### config.mk
export PLATFORM = sky130hd
export DESIGN_NAME = bidir_fifo_port_ctrl_flat
export DESIGN_NICKNAME = d
export VERILOG_FILES = /design/src/rtl/bidir_fifo_port_ctrl_if.sv /design/src/rtl/bidir_fifo_port_ctrl.sv /design/src/flat_wrapper.sv
export SDC_FILE = /design/constraint.sdc
export NUM_CORES = 1
export LEC_CHECK = 0
export BUFFER_PORTS_ARGS = -buffer_cell sky130_fd_sc_hd__buf_2
export CAP_MARGIN = 10
export CORE_MARGIN = 2
export CORE_UTILIZATION = 48
export CTS_CLUSTER_SIZE = 8
export DETAILED_ROUTE_END_ITERATION = 10
export GPL_ROUTABILITY_DRIVEN = 1
export HOLD_SLACK_MARGIN = 0.02
export PLACE_DENSITY = 0.85
export SYNTH_ARGS = -nofsm -noshare
export SYNTH_HDL_FRONTEND = slang
export SYNTH_SLANG_ARGS = --single-unit
### constraint.sdc
create_clock -name clk -period 4.1 [get_ports clk]
set_input_delay 0.615 -clock clk [delete_from_list [all_inputs] [get_ports clk]]
set_output_delay 0.615 -clock clk [all_outputs]
set_load 0.02 [all_outputs]
### src/rtl/bidir_fifo_port_ctrl_if.sv
// bidir_fifo_port_ctrl_if: local TX/RX streams plus the raw FIFO side port of one FIFO side
interface bidir_fifo_port_ctrl_if #(parameter int DSIZE = 8);
  logic dir_req, dir, busy;
  logic tx_valid, tx_ready;
  logic [DSIZE-1:0] tx_data;
  logic rx_valid, rx_ready;
  logic [DSIZE-1:0] rx_data;
  logic fifo_winc, fifo_full;
  logic [DSIZE-1:0] fifo_wdata;
  logic fifo_rinc, fifo_empty;
  logic [DSIZE-1:0] fifo_rdata;
  logic [15:0] turn_count;
  modport master(
    input dir_req, tx_valid, tx_data, rx_ready, fifo_full, fifo_rdata, fifo_empty,
    output dir, busy, tx_ready, rx_valid, rx_data, fifo_winc, fifo_wdata, fifo_rinc, turn_count
  );
  modport slave(
    output dir_req, tx_valid, tx_data, rx_ready, fifo_full, fifo_rdata, fifo_empty,
    input dir, busy, tx_ready, rx_valid, rx_data, fifo_winc, fifo_wdata, fifo_rinc, turn_count
  );
endinterface

### src/rtl/bidir_fifo_port_ctrl.sv
// bidir_fifo_port_ctrl: direction owner for one side of the bidirectional FIFO; BIDIR_PORT_CTRL_STATS_EN adds a turnaround counter
module bidir_fifo_port_ctrl #(
  parameter int DSIZE     = 8,
  parameter int TURN_WAIT = 4
) (
  input logic clk,
  input logic rst_n,
  bidir_fifo_port_ctrl_if.master bus
);
  typedef enum logic [1:0] {READ, WRITE, TURN} state_t;
  state_t state, state_next;
  logic dir_q, rx_valid_q, turn_done, tx_ready_c, rinc_c;
  logic [7:0] turn_cnt;
  logic [DSIZE-1:0] rx_data_q;
  assign turn_done = state == TURN && turn_cnt == 8'd0;
  // state, direction and guard counter; the counter is loaded on every TURN entry
  always_ff @(posedge clk or negedge rst_n)
    if (!rst_n) begin
      state    <= READ;
      dir_q    <= 1'b0;
      turn_cnt <= '0;
    end else begin
      state    <= state_next;
      dir_q    <= turn_done ? !dir_q : dir_q;
      turn_cnt <= (state != TURN && state_next == TURN) ? 8'(TURN_WAIT - 1) :
                  (state == TURN && turn_cnt != 8'd0) ? turn_cnt - 8'd1 : turn_cnt;
    end
  // next state; READ only leaves once the FIFO and the local holding register are both empty
  always_comb begin
    state_next = state;
    case (state)
      READ:    if (bus.dir_req && bus.fifo_empty && !rx_valid_q) state_next = TURN;
      WRITE:   if (!bus.dir_req) state_next = TURN;
      default: if (turn_cnt == 8'd0) state_next = dir_q ? READ : WRITE;
    endcase
  end
  assign tx_ready_c     = state == WRITE && !bus.fifo_full;
  assign rinc_c         = state == READ && !bus.fifo_empty && (!rx_valid_q || bus.rx_ready);
  assign bus.tx_ready   = tx_ready_c;
  assign bus.fifo_winc  = bus.tx_valid && tx_ready_c;
  assign bus.fifo_wdata = state == WRITE ? bus.tx_data : '0;
  assign bus.fifo_rinc  = rinc_c;
  assign bus.dir        = dir_q;
  assign bus.busy       = state == TURN;
  assign bus.rx_valid   = rx_valid_q;
  assign bus.rx_data    = rx_data_q;
  // RX output register: load on FIFO read, clear when consumed without a refill
  always_ff @(posedge clk or negedge rst_n)
    if (!rst_n) begin
      rx_valid_q <= 1'b0;
      rx_data_q  <= '0;
    end else if (rinc_c) begin
      rx_valid_q <= 1'b1;
      rx_data_q  <= bus.fifo_rdata;
    end else if (bus.rx_ready) begin
      rx_valid_q <= 1'b0;
    end
`ifdef BIDIR_PORT_CTRL_STATS_EN
  logic [15:0] turn_count_q;
  // completed turnarounds, saturating
  always_ff @(posedge clk or negedge rst_n)
    if (!rst_n) turn_count_q <= '0;
    else if (turn_done && turn_count_q != 16'hFFFF) turn_count_q <= turn_count_q + 16'd1;
  assign bus.turn_count = turn_count_q;
`else
  assign bus.turn_count = '0;
`endif
endmodule

### src/flat_wrapper.sv
// flat-port wrapper written by rule: the top's interface ports become plain ports
module bidir_fifo_port_ctrl_flat 
#(
  parameter int DSIZE     = 8,
  parameter int TURN_WAIT = 4
)
  (clk, rst_n, bus_dir_req, bus_tx_valid, bus_tx_data, bus_rx_ready, bus_fifo_full, bus_fifo_rdata, bus_fifo_empty, bus_dir, bus_busy, bus_tx_ready, bus_rx_valid, bus_rx_data, bus_fifo_winc, bus_fifo_wdata, bus_fifo_rinc, bus_turn_count);
  bidir_fifo_port_ctrl_if #(.DSIZE(DSIZE)) bus_i ();
  input logic clk;
  input logic rst_n;
  input wire logic [$bits(bus_i.dir_req)-1:0] bus_dir_req;
  input wire logic [$bits(bus_i.tx_valid)-1:0] bus_tx_valid;
  input wire logic [$bits(bus_i.tx_data)-1:0] bus_tx_data;
  input wire logic [$bits(bus_i.rx_ready)-1:0] bus_rx_ready;
  input wire logic [$bits(bus_i.fifo_full)-1:0] bus_fifo_full;
  input wire logic [$bits(bus_i.fifo_rdata)-1:0] bus_fifo_rdata;
  input wire logic [$bits(bus_i.fifo_empty)-1:0] bus_fifo_empty;
  output wire logic [$bits(bus_i.dir)-1:0] bus_dir;
  output wire logic [$bits(bus_i.busy)-1:0] bus_busy;
  output wire logic [$bits(bus_i.tx_ready)-1:0] bus_tx_ready;
  output wire logic [$bits(bus_i.rx_valid)-1:0] bus_rx_valid;
  output wire logic [$bits(bus_i.rx_data)-1:0] bus_rx_data;
  output wire logic [$bits(bus_i.fifo_winc)-1:0] bus_fifo_winc;
  output wire logic [$bits(bus_i.fifo_wdata)-1:0] bus_fifo_wdata;
  output wire logic [$bits(bus_i.fifo_rinc)-1:0] bus_fifo_rinc;
  output wire logic [$bits(bus_i.turn_count)-1:0] bus_turn_count;
  assign bus_i.dir_req = bus_dir_req;
  assign bus_i.tx_valid = bus_tx_valid;
  assign bus_i.tx_data = bus_tx_data;
  assign bus_i.rx_ready = bus_rx_ready;
  assign bus_i.fifo_full = bus_fifo_full;
  assign bus_i.fifo_rdata = bus_fifo_rdata;
  assign bus_i.fifo_empty = bus_fifo_empty;
  assign bus_dir = bus_i.dir;
  assign bus_busy = bus_i.busy;
  assign bus_tx_ready = bus_i.tx_ready;
  assign bus_rx_valid = bus_i.rx_valid;
  assign bus_rx_data = bus_i.rx_data;
  assign bus_fifo_winc = bus_i.fifo_winc;
  assign bus_fifo_wdata = bus_i.fifo_wdata;
  assign bus_fifo_rinc = bus_i.fifo_rinc;
  assign bus_turn_count = bus_i.turn_count;
  bidir_fifo_port_ctrl #(.DSIZE(DSIZE), .TURN_WAIT(TURN_WAIT)) u_core (.clk(clk), .rst_n(rst_n), .bus(bus_i));
endmodule
==> flow_summary.ini <==
[critical_path]
r2r-start = u_core.turn_cnt[0]$_DFFE_PN0P_
endpoint_kind = primary output
cp.arrival_ns = 1.63
reg2reg_to = u_core.turn_cnt[4]$_DFFE_PN0P_
r2r_slack_ns = 2.03
crit_type = register to primary output
cp-start-kind = register
crit_family = flip-flops
critPathMaxFanout = 15
slowest_delay_ns = 0.55
crit_slowest_cell = dfrtp_1
worstPathCellList = nor3_1, nand2_1, inv_1, buf_2
r2r_cells = 6
required_ns = 3.48
path_buf_inv = 2

[clock_tree]
cts_resized = 0
cts_buffers = 3
clk_pin_slew_worst_paths_ns = 0.11
hold_buffers = 0
cts_max_level = 1
cts_root_buf = clkbuf_4
clk_latency_ns = 0.31
cts_tree = done
cts.sinks = 20
clockBufferDepth = 2
postCtsSetupRepairBufs = 0

[timing]
drv_slew = 0
maxSlewHeadroom_pct = 65.8
fin_worst_skew_ns = 0.00909
rsz0062_at_grt = false
hold_viol = 0
final.setup.tns_ns = 0
finalSetupViolCount = 0
min_period_ns = 2.24
fmax_ghz = 0.446
finalCritPeriodShare_pct = 54.7
worst-slew-pin-transition_ns = 0.511

[yosys]
synth_warnings = 0
ys_types = 39
synth_area_mm2 = 0.00116
synth.avg_cell_area_um2 = 10.6
seq_area_frac_synth_pct = 43.1
syn_inst = 110
synth_seq_cells = 20

[routing]
avgRoutedWirePerCell_um = 12.4
first_pass_iters = 4
post-route-drc-count = 0
wl_um = 2260
final_antenna_net_count = 0
vias = 907
viasPerCell = 4.98
drtIter0Drc = 15

[grt]
track_usage_pct = 17.9
grt_pass1_vias = 847
overflow = 0
antenna_found_initial = 0
grt_max_degree = 21
grt_pass1_wl_um = 3670

[final_layout]
final_cell_mix = buf_2 (44), dfrtp_1 (20), conb_1 (16)
design_area_mm2 = 0.00137
drive_above_1_share_pct = 40.9
seq_area_um2 = 500
syn_to_final_growth_pct = 17.7
final_common_cell = buf_2
final_nets = 179
diodes = 0
multi_input_area_um2 = 548
fillers = 205

[run_status]
outcome = complete, no violations

[floorplan]
die_w_um = 53.2
die-area_mm2 = 0.00283
io_pins = 61
fp.coreArea_mm2 = 0.00225
start_util_pct = 51.5
die_h_um = 53.2
fp-row-count = 17

[power]
leakagePower_nw = 0.746
power_density_mw_per_mm2 = 726
power_w = 0.000991
irDropWorstVdd_uv = 433

[placed_design]
place_congestion = 0.878
place_area_mm2 = 0.00133
hpwlAfterDp_um = 1810
port_buffers = 44

[run]
maxCapViolCount = 0

[hold_path]
worstHoldPathType = primary input to asynchronous set/reset pin
report_power, final:
group	internal, W	total (W)	switching, W
Sequential	0.000293	0.000388	0.0000948
Clock	0.0000542	0.000115	0.0000607
Combinational	0.000206	0.000488	0.000282
cell usage after synthesis:
cell,instances,share of area [%]
conb_1,1,0.32
inv_1,5,1.6
xnor2_1,1,0.75
mux2_2,8,7.8
nand2_1,2,0.65
or4b_1,1,0.86
xor2_1,4,3.0
mux2i_1,1,0.86
buf_4,17,11
clkinv_1,1,0.32
and2_1,1,0.54
a21oi_1,2,0.86
inv_2,1,0.32
nor4b_2,1,1.3
mux2i_4,1,1.9
or3b_1,1,0.75
nor3_2,1,0.86
a31oi_1,1,0.54
a211o_1,1,0.75
dfrtp_1,20,43
and3_1,8,4.3
or2_4,1,0.75
o31ai_1,1,0.65
a21o_1,1,0.65
o211ai_1,3,1.9
ha_1,1,1.1
buf_6,1,0.97
or3_1,1,0.54
nor3_1,5,2.2
nor4bb_1,1,0.86
o21ai_2,1,0.75
nand3_1,1,0.43
nor2b_1,1,0.54
a311oi_1,1,0.75
nor2_1,7,2.3
nand2b_1,2,1.1
o21ai_1,1,0.43
clkbuf_1,1,0.32
o32ai_2,1,1.4
stage by stage:
stage	cells	worst slack (ns)	hold slack [ns]	utilization (%)
after floorplan	125	1.92	0.319	-
after global placement	178	2.14	0.486	59.0
after detailed placement	178	2.06	0.488	59.0
after CTS	182	1.84	0.236	60.6
after global routing	182	1.64	0.239	60.6
final	182	1.86	0.227	60.6
cells by family (layout without fill, tap and decap cells):
| group | Yosys count | count (layout) | synth area share (%) |
|---|---|---|---|
| AND/OR/NAND/NOR | 34 | 34 | 17.9 |
| other | 1 | 16 | 0.323 |
| flip-flops | 20 | 20 | 43.1 |
| AO/OA/AOI/OAI | 13 | 13 | 8.73 |
| multiplexers | 10 | 10 | 10.6 |
| XOR/XNOR | 5 | 5 | 3.77 |
| buffers and inverters | 26 | 55 | 14.5 |
| adder cells (fa/ha/maj) | 1 | 1 | 1.08 |
worst register-to-register path, stage by stage (launching register included):
cell and delay (ns):
dfrtp_1 0.42, inv_1 0.11, ha_1 0.22, or4b_1 0.62
or2_4 0.34, a31oi_1 0.17, a311oi_1 0.07
registers in the layout, indices dropped and copies added, names as in the netlist:
signal and cells:
u_core.state 2, u_core.bus.rx_valid 1, u_core.bus.dir 1, u_core.turn_cnt 8, u_core.bus.rx_data 8
cell type report:
cell class / instances / share of cell area [%]
Multi-Input combinational cell: 79 / 40.1
Clock buffer: 4 / 2.66
Tap cell: 28 / 2.56
Inverter: 7 / 1.92
Timing Repair Buffer: 44 / 16.1
Sequential cell: 20 / 36.6
per-layer routing:
metal	wire length [um]	global-route usage (%)
met5	0	0
met4	11	2.56
met3	155	6.21
met2	1180	30.8
met1	910	22.0
how the worst max path moves through the flow:
stage,endpoint,cells past startpoint,slack [ns],from
6_report,bus_fifo_rinc,4,1.86,u_core.state[0]$_DFF_PN0_
3_5_place_dp,u_core.turn_cnt[4]$_DFFE_PN0P_,6,2.06,u_core.turn_cnt[0]$_DFFE_PN0P_
2_1_floorplan,bus_fifo_winc,4,1.92,u_core.state[0]$_DFF_PN0_
4_1_cts,bus_fifo_rinc,4,1.84,u_core.state[0]$_DFF_PN0_
3_3_place_gp,bus_fifo_rinc,5,2.14,bus_fifo_empty
5_1_grt,bus_fifo_rinc,4,1.64,u_core.state[0]$_DFF_PN0_
Note: power is estimated with default switching activity, not from simulation.
